File: src/rtl/div_ctrl.sv
// div_ctrl: radix-2 restoring divider plus stall sequencer for MIPS DIV/DIVU in E.
// Optional macro DIV_EARLY_OUT_EN: finish in the accept cycle when |divisor| > |dividend|.
module div_ctrl #(
  parameter int W     = 32,
  parameter int CNT_W = 6
) (
  input  logic         clk,
  input  logic         resetn,
  input  logic         start,
  input  logic         signed_div,
  input  logic [W-1:0] opa,
  input  logic [W-1:0] opb,
  input  logic         annul,
  output logic         stall_div,
  output logic         result_valid,
  output logic [W-1:0] hi,
  output logic [W-1:0] lo
);

  typedef enum logic [1:0] {IDLE, BUSY, DONE} state_t;

  state_t             state;
  state_t             state_next;
  logic [CNT_W-1:0]   counter;
  logic [W-1:0]       rem_q;
  logic [W-1:0]       dvd_q;
  logic [W-1:0]       dvs_q;
  logic [W-1:0]       raw_a_q;
  logic               q_neg;
  logic               r_neg;
  logic               div_zero;

  logic               accept;
  logic               early;
  logic [W-1:0]       mag_a;
  logic [W-1:0]       mag_b;
  logic [W:0]         trial;
  logic [W-1:0]       rem_next;
  logic [W-1:0]       quo_next;

  assign accept = (state == IDLE) && start && !annul;
  assign mag_a  = (signed_div && opa[W-1]) ? (~opa + 1'b1) : opa;
  assign mag_b  = (signed_div && opb[W-1]) ? (~opb + 1'b1) : opb;

`ifdef DIV_EARLY_OUT_EN
  assign early = (mag_b > mag_a) && (opb != '0);
`else
  assign early = 1'b0;
`endif

  // One restoring step: the dividend register doubles as the quotient shift register.
  assign trial    = {rem_q, dvd_q[W-1]} - {1'b0, dvs_q};
  assign rem_next = trial[W] ? {rem_q[W-2:0], dvd_q[W-1]} : trial[W-1:0];
  assign quo_next = {dvd_q[W-2:0], ~trial[W]};

  always_ff @(posedge clk) begin
    if (!resetn) begin
      state <= IDLE;
    end else begin
      state <= state_next;
    end
  end

  always_comb begin
    state_next = state;
    case (state)
      IDLE: begin
        if (accept) begin
          state_next = early ? DONE : BUSY;
        end
      end
      BUSY: begin
        if (counter == '0) begin
          state_next = DONE;
        end
      end
      DONE:    state_next = IDLE;
      default: state_next = IDLE;
    endcase
    if (annul) begin
      state_next = IDLE;
    end
  end

  // Never hold the pipeline during reset or a flush.
  always_comb begin
    stall_div = 1'b0;
    if (resetn && !annul) begin
      case (state)
        IDLE:    stall_div = start;
        BUSY:    stall_div = 1'b1;
        default: stall_div = 1'b0;
      endcase
    end
  end

  always_ff @(posedge clk) begin
    if (!resetn) begin
      counter      <= '0;
      rem_q        <= '0;
      dvd_q        <= '0;
      dvs_q        <= '0;
      raw_a_q      <= '0;
      q_neg        <= 1'b0;
      r_neg        <= 1'b0;
      div_zero     <= 1'b0;
      hi           <= '0;
      lo           <= '0;
      result_valid <= 1'b0;
    end else begin
      result_valid <= 1'b0;
      case (state)
        IDLE: begin
          if (accept) begin
            rem_q    <= '0;
            dvd_q    <= mag_a;
            dvs_q    <= mag_b;
            raw_a_q  <= opa;
            q_neg    <= signed_div && (opa[W-1] ^ opb[W-1]);
            r_neg    <= signed_div && opa[W-1];
            div_zero <= (opb == '0);
            counter  <= CNT_W'(W - 1);
            if (early) begin
              hi           <= opa;
              lo           <= '0;
              result_valid <= 1'b1;
            end
          end
        end
        BUSY: begin
          if (!annul) begin
            rem_q   <= rem_next;
            dvd_q   <= quo_next;
            counter <= counter - 1'b1;
            // Last step: apply sign fix-up, or the divide-by-zero convention.
            if (counter == '0) begin
              result_valid <= 1'b1;
              if (div_zero) begin
                lo <= '1;
                hi <= raw_a_q;
              end else begin
                lo <= q_neg ? (~quo_next + 1'b1) : quo_next;
                hi <= r_neg ? (~rem_next + 1'b1) : rem_next;
              end
            end
          end
        end
        default: ;
      endcase
    end
  end

endmodule

File: config.mk
export PLATFORM = sky130hd
export DESIGN_NAME = div_ctrl
export DESIGN_NICKNAME = d
export VERILOG_FILES = /design/src/rtl/div_ctrl.sv
export SDC_FILE = /design/constraint.sdc
export NUM_CORES = 1
export LEC_CHECK = 0
export ABC_AREA = 1
export CORE_AREA = 2 2 167 169
export DETAILED_ROUTE_END_ITERATION = 7
export DIE_AREA = 0 0 169 171
export GPL_TIMING_DRIVEN = 1
export PLACE_DENSITY = 0.88
export SLEW_MARGIN = 20
export SYNTH_ARGS = -nofsm -noshare
export SYNTH_HDL_FRONTEND = slang
export SYNTH_SLANG_ARGS = --single-unit
File: constraint.sdc
create_clock -name clk -period 4 [get_ports clk]
set_input_delay 1 -clock clk [delete_from_list [all_inputs] [get_ports clk]]
set_output_delay 1 -clock clk [all_outputs]
set_load 0.1 [all_outputs]
==> results.json, run 1 <==
{
  "cp_top_family": "simple AND/OR/NAND/NOR gates",
  "grt_pass1_vias": 14500,
  "crit_buf_inv": 4,
  "regArea_mm2": 0.00409,
  "r2r_cells": 28,
  "setup_viol": 0,
  "synth_top_cell_by_area": "dfxtp_1",
  "min_period_over_period": 0.944,
  "holdCritStartpoint": "hi[9]",
  "synth_fp_nets": 2414,
  "post-route-drc-count": 0,
  "gp_congestion": 1.03,
  "vias": 16100,
  "routed.top_layer": "met4",
  "io_buffers": 134,
  "grt_usage": 0.349,
  "h-tree-depth": 1,
  "rrSetupSlack_ns": 0.22,
  "fin_crit_ns": 3.78,
  "drtPass1Iterations": 6,
  "synthTopCellsByArea": "dfxtp_1, nand2_1, inv_1, a21oi_1, nor2_1",
  "start_util": 0.520,
  "wl_per_cell_um": 18.5,
  "cp-end-kind": "flip-flop",
  "cts_sinks": 204,
  "start_kind": "flip-flop",
  "final_area_mm2": 0.0174,
  "die_height_um": 171,
  "yosysWarningCount": 0,
  "syn_avg_cell_area_um2": 6.16,
  "powerDensity_mw_per_mm2": 338,
  "placed_area_mm2": 0.0161,
  "rr_startpoint": "dvd_q[31]",
  "required_ns": 4.41,
  "grt_first_pass_wirelength_mm": 79.5,
  "tritoncts": "yes",
  "slowest_stage": "fa_2",
  "min_to": "hi[9]",
  "cts.path.max_buffers": 3,
  "path_common_cell": "nand2_2",
  "clk_pin_slew_ns": 0.07,
  "met2_length_mm": 22.8,
  "coreArea_mm2": 0.0273,
  "power_mw": 5.87,
  "antenna_found_initial": 0,
  "cts_buffers": 24,
  "io_pins": 135,
  "peakVddDrop_mv": 0.323,
  "netlist_instances": 2306,
  "netlist_area_mm2": 0.0142,
  "synth_edf_count": 0,
  "clock_latency_ns": 0.55,
  "async_flop_share": 0,
  "min_path_type": "flip-flop to flip-flop",
  "grt_max_degree": 71,
  "m1WireLength_mm": 22.4,
  "arrival_ns": 4.19,
  "wl_met3_mm": 5.26,
  "post-dp-hpwl_mm": 39.1,
  "grt_overflow_total": 0,
  "synth_cell_types": 54,
  "die-area_mm2": 0.0289,
  "slew_headroom": 0.289,
  "holdPathStages": 2,
  "die_x_um": 169,
  "seq_area_frac_synth": 0.287,
  "drt_iter0_markers": 2052,
  "vias_per_cell": 5.73,
  "hold_buffers": 0,
  "slowest_delay_ns": 0.37,
  "root_buffer": "clkbuf_16",
  "drv_cap": 0,
  "mostFrequentLayoutCells": "nand2_1, inv_1, a21oi_1, dfxtp_1, nor2_1",
  "wl_mm": 52.2,
  "criticalPathCategory": "flip-flop to flip-flop",
  "multi_input_area_mm2": 0.00879,
  "ant_nets": 0,
  "slew_viol_final": 0,
  "holdWs_ns": 0.465,
  "syn2layout_area_growth_pct": 22.2,
  "hold_viol": 0,
  "final_nets": 2561,
  "yosys_register_bits": 204,
  "fmax_ghz": 0.265,
  "fin_skew_ns": 0.0293,
  "nFillCells": 2509,
  "fp-row-count": 61,
  "mostFrequentLayoutCell": "nand2_1",
  "p_leak_nw": 8.33,
  "synth_top_area_frac": 0.287,
  "crit_fanout": 3,
  "r2r-end": "lo[30]",
  "drive_above_1_share": 0.103,
  "synthFlopType": "dfxtp_1",
  "worstMarginPinSlew_ns": 1.07,
  "status": "completed",
  "antenna_cells": 0
}
[where the power goes]
| group | internal [mW] | switching, mW | total (mW) |
|---|---|---|---|
| Clock | 1.44 | 0.947 | 2.39 |
| Combinational | 0.447 | 0.857 | 1.30 |
| Sequential | 2.11 | 0.0637 | 2.18 |
| Total | 4.00 | 1.87 | 5.87 |
[cells in the mapped netlist (8+ instances only)]
cell type / instances
nand2_1: 689
inv_1: 318
a21oi_1: 218
dfxtp_1: 204
nor2_1: 178
nand3_1: 128
o21ai_0: 113
clkbuf_1: 69
xor2_1: 49
ha_1: 38
nor3_1: 31
nand2_2: 26
o22ai_1: 23
xnor2_1: 23
o221ai_1: 22
nand4_1: 20
a31oi_1: 14
a221oi_1: 13
buf_1: 10
o21ai_1: 10
nand3b_1: 9
o211ai_1: 9
a21oi_2: 8
inv_2: 8
nor2_2: 8
nor4_1: 8
[sequential cells by signal, summed over array words and instances (netlist names)]
name          flops
lo               32
hi               32
rem_q            32
div_zero          1
r_neg             1
raw_a_q          32
q_neg             1
dvs_q            32
dvd_q            32
counter           6
state             2
result_valid      1
[cell families (layout without fill, tap and decap cells)]
family | after synthesis | after routing | synth area share
compound gates | 452 | 452 | 0.182
xor+xnor | 72 | 72 | 0.0444
fa+ha+maj | 39 | 39 | 0.0349
buf+inv | 418 | 583 | 0.116
flops | 204 | 204 | 0.287
simple gates | 1121 | 1121 | 0.336
[worst max path at each step]
stage | startpoint | to | slack [ns] | depth (start not counted)
final | dvd_q[31] | lo[30] | 0.22 | 28
after global routing | dvd_q[31] | lo[30] | -0.06 | 28
after global placement | dvs_q[27] | lo[30] | 0.09 | 25
after CTS | dvs_q[0] | lo[30] | 0.06 | 27
after detailed placement | rem_q[13] | lo[30] | 0.03 | 26
after floorplan | dvd_q[31] | lo[30] | 0.02 | 29
[tightest hold or removal path, cell delays in order, from the launching register on]
cell	delay, ns
dfxtp_1	0.31
nand2_1	0.06
a21oi_1	0.05
[per-layer routing]
layer  GRT usage  vias to the layer above
li1            -                     7742
met1       0.487                     7402
met2       0.545                      870
met3      0.0608                      116
met4       0.117                        0
met5           0                        -
[layout make-up]
class | count | area share
Multi-Input combinational cell | 1684 | 0.507
Sequential cell | 204 | 0.236
Timing Repair Buffer | 212 | 0.113
Inverter | 327 | 0.0707
Clock buffer | 31 | 0.0384
Tap cell | 346 | 0.0249
Clock inverter | 13 | 0.0108
[through the flow]
stage	setup WS, ns	setup TNS, ns	std cells	util
after floorplan	0.0208	0	2306	-
after global placement	0.0851	0	2765	0.591
after detailed placement	0.0257	0	2765	0.591
after CTS	0.0649	0	2809	0.623
after global routing	-0.0620	-0.123	2817	0.635
final	0.222	0	2817	0.635
[what timing repair did]
action | in CTS | in global routing
setup buffers | 0 | 8
pin swaps | 0 | 14
gates resized for setup | 4 | 59
setup endpoints to repair | 1 | 5
Power figures use the tool's default switching activity.
==> run 2, diff against run 1 <==
--- a/config.mk
+++ b/config.mk
@@ -6,11 +6,12 @@
 export NUM_CORES = 1
 export LEC_CHECK = 0
 export ABC_AREA = 1
-export CORE_AREA = 2 2 167 169
+export CORE_AREA = 2 2 159 161
 export DETAILED_ROUTE_END_ITERATION = 7
-export DIE_AREA = 0 0 169 171
+export DIE_AREA = 0 0 161 163
+export DONT_BUFFER_PORTS = 1
 export GPL_TIMING_DRIVEN = 1
-export PLACE_DENSITY = 0.88
+export PLACE_DENSITY = 0.87
 export SLEW_MARGIN = 20
 export SYNTH_ARGS = -nofsm -noshare
 export SYNTH_HDL_FRONTEND = slang
==> run 2 against run 1 <==
  * Global-route usage grew 4.0 points
  * Fmax is 3.0% lower
  * Non-clock buffer count shrank 134
  * Via count down 1.6%
  * Wire length rose by 1.6%
  * Sequential share of layout area grew 1.9 points
  * Largest power group unchanged
==> results.json, run 2 (synthesis results as in run 1) <==
{
  "slew_viol_final": 0,
  "fin_skew_ns": 0.0272,
  "criticalPathCategory": "flip-flop to flip-flop",
  "p_switching_mw": 1.86,
  "antenna_found_initial": 2,
  "grt_pass1_vias": 14600,
  "fp-row-count": 58,
  "io_pins": 135,
  "coreArea_mm2": 0.0247,
  "post-route-drc-count": 0,
  "die-area_mm2": 0.0262,
  "start_util": 0.576,
  "p_seq_frac": 0.376,
  "rr_startpoint": "rem_q[19]",
  "vias_per_cell": 5.95,
  "required_ns": 4.38,
  "die_height_um": 163,
  "min_period_over_period": 0.974,
  "nFillCells": 2206,
  "syn2layout_area_growth_pct": 12.8,
  "min_path_type": "flip-flop to flip-flop",
  "drv_cap": 0,
  "dp_cells": 2606,
  "die_x_um": 161,
  "tns_ns": 0,
  "wl_mm": 53.0,
  "grt_first_pass_wirelength_mm": 80.4,
  "root_buffer": "clkbuf_16",
  "grt_usage": 0.388,
  "regArea_mm2": 0.00409,
  "cp-end-kind": "flip-flop",
  "ant_nets": 0,
  "drt_iter0_markers": 2126,
  "grt_overflow_total": 0,
  "arrival_ns": 4.28,
  "cts.path.max_buffers": 3,
  "slew_headroom": 0.229,
  "status": "completed",
  "r2r_cells": 20,
  "power_frac_clock": 0.425,
  "mostFrequentLayoutCells": "nand2_1, inv_1, a21oi_1, dfxtp_1, nor2_1",
  "cts_buffers": 24,
  "drive_above_1_share": 0.108,
  "setup_viol": 0,
  "hold_buffers": 0,
  "mostFrequentLayoutCell": "nand2_1",
  "internal_power_mw": 4.03,
  "powerDensity_mw_per_mm2": 367,
  "drtPass1Iterations": 8,
  "h-tree-depth": 1,
  "cts_sinks": 204,
  "r2r-end": "hi[31]",
  "cp-startpoint": "rem_q[19]",
  "pwr-share-comb": 0.199,
  "cp-endpoint": "hi[31]",
  "wl_per_cell_um": 19.9,
  "worstMarginPinSlew_ns": 1.16,
  "vias": 15900,
  "switching_share": 0.315,
  "fmax_ghz": 0.257,
  "grt_max_degree": 90,
  "clock_latency_ns": 0.55,
  "crit_fanout": 4,
  "rrSetupSlack_ns": 0.11,
  "p_leak_nw": 7.86,
  "fin_crit_ns": 3.89,
  "gp_congestion": 0.996,
  "multi_input_area_mm2": 0.00877,
  "start_kind": "flip-flop",
  "hold_viol": 0,
  "peakVddDrop_mv": 0.440,
  "tritoncts": "yes",
  "final_nets": 2427,
  "post-dp-hpwl_mm": 39.3,
  "stdcell_count": 2668,
  "clk_pin_slew_ns": 0.07,
  "rsz0062_at_grt": "yes",
  "io_buffers": 0
}
==> run 2: changes by cell type in the layout (fill, tap and decap cells not counted), moves of 3 or more <==
cell             before  now
clkdlybuf4s50_1     132    0
clkinvlp_4            3    0
ha_4                 15   12
ha_1                 19   23
==> run 2: metrics by stage <==
step	hold slack (ns)	power [mW]	utilization	area (µm²)	setup WS (ns)
5_1_grt	0.503	6.07	0.650	16000	-0.107
4_1_cts	0.456	5.80	0.637	15700	0.000449
2_1_floorplan	0.421	3.00	-	14200	0.0208
3_5_place_dp	0.442	3.31	0.597	14700	0.0297
3_3_place_gp	0.434	3.29	0.597	14700	0.0866
6_report	0.459	5.89	0.650	16000	0.106
==> run 2: power groups by stage <==
| stage | Clock (mW) | Sequential [mW] | Combinational [mW] |
|---|---|---|---|
| floorplan | 0 | 2.23 | 0.763 |
| global placement | 0 | 2.25 | 1.05 |
| detailed placement | 0 | 2.25 | 1.06 |
| CTS | 2.50 | 2.21 | 1.09 |
| global route | 2.57 | 2.22 | 1.28 |
| finish | 2.50 | 2.21 | 1.17 |
==> run 2: cell type report <==
type / instances / area share
Tap cell: 330 / 0.0258
Clock buffer: 29 / 0.0399
Inverter: 327 / 0.0766
Timing Repair Buffer: 78 / 0.0398
Antenna cell: 1 / 0.000156
Multi-Input combinational cell: 1684 / 0.547
Sequential cell: 204 / 0.255
Clock inverter: 15 / 0.0152
==> run 2: routing by layer <==
metal | vias up | wire [µm] | GRT usage
met2 | 976 | 23200 | 0.612
met1 | 7252 | 21100 | 0.514
li1 | 7465 | - | -
met5 | - | 9 | 0
met3 | 177 | 6300 | 0.0917
met4 | 2 | 2370 | 0.156
==> run 2: worst min-delay path by stage <==
stage | from | to | slack, ns | depth (start not counted)
CTS | raw_a_q[4] | raw_a_q[4] | 0.46 | 2
global placement | raw_a_q[4] | raw_a_q[4] | 0.43 | 2
floorplan | raw_a_q[4] | raw_a_q[4] | 0.42 | 2
detailed placement | raw_a_q[4] | raw_a_q[4] | 0.44 | 2
finish | raw_a_q[4] | raw_a_q[4] | 0.46 | 2
global route | raw_a_q[17] | raw_a_q[17] | 0.50 | 2
==> run 2: timing repair <==
| item | 4_1_cts | 5_1_grt |
|---|---|---|
| gates resized for setup | 7 | 54 |
| pin swaps | 7 | 20 |
| buffers inserted | 12 | 6 |
| setup endpoints to repair | 3 | 26 |
| cloned | 0 | 0 |
==> run 2: worst max-delay path, cell delays in order (launching register included) <==
cell,delay (ns)
dfxtp_1,0.34
ha_1,0.35
buf_4,0.17
a21oi_1,0.32
nand2_1,0.14
a21oi_1,0.48
nor2_1,0.08
nor2_1,0.20
nand3_1,0.11
nand3_1,0.09
nand2_1,0.08
nor2_1,0.41
nand2_1,0.17
nor2_1,0.12
nand2_1,0.10
nand2_1,0.10
nand2_1,0.06
nand2_1,0.05
nand3_1,0.09
nand2_1,0.19
a21oi_1,0.08
==> run 3, diff against run 2 <==
--- a/config.mk
+++ b/config.mk
@@ -6,6 +6,7 @@
 export NUM_CORES = 1
 export LEC_CHECK = 0
 export ABC_AREA = 1
+export CAP_MARGIN = 15
 export CORE_AREA = 2 2 159 161
 export DETAILED_ROUTE_END_ITERATION = 7
 export DIE_AREA = 0 0 161 163
==> results of run 3 <==
The final DEF is identical to that of run 2; final timing and power are the same.
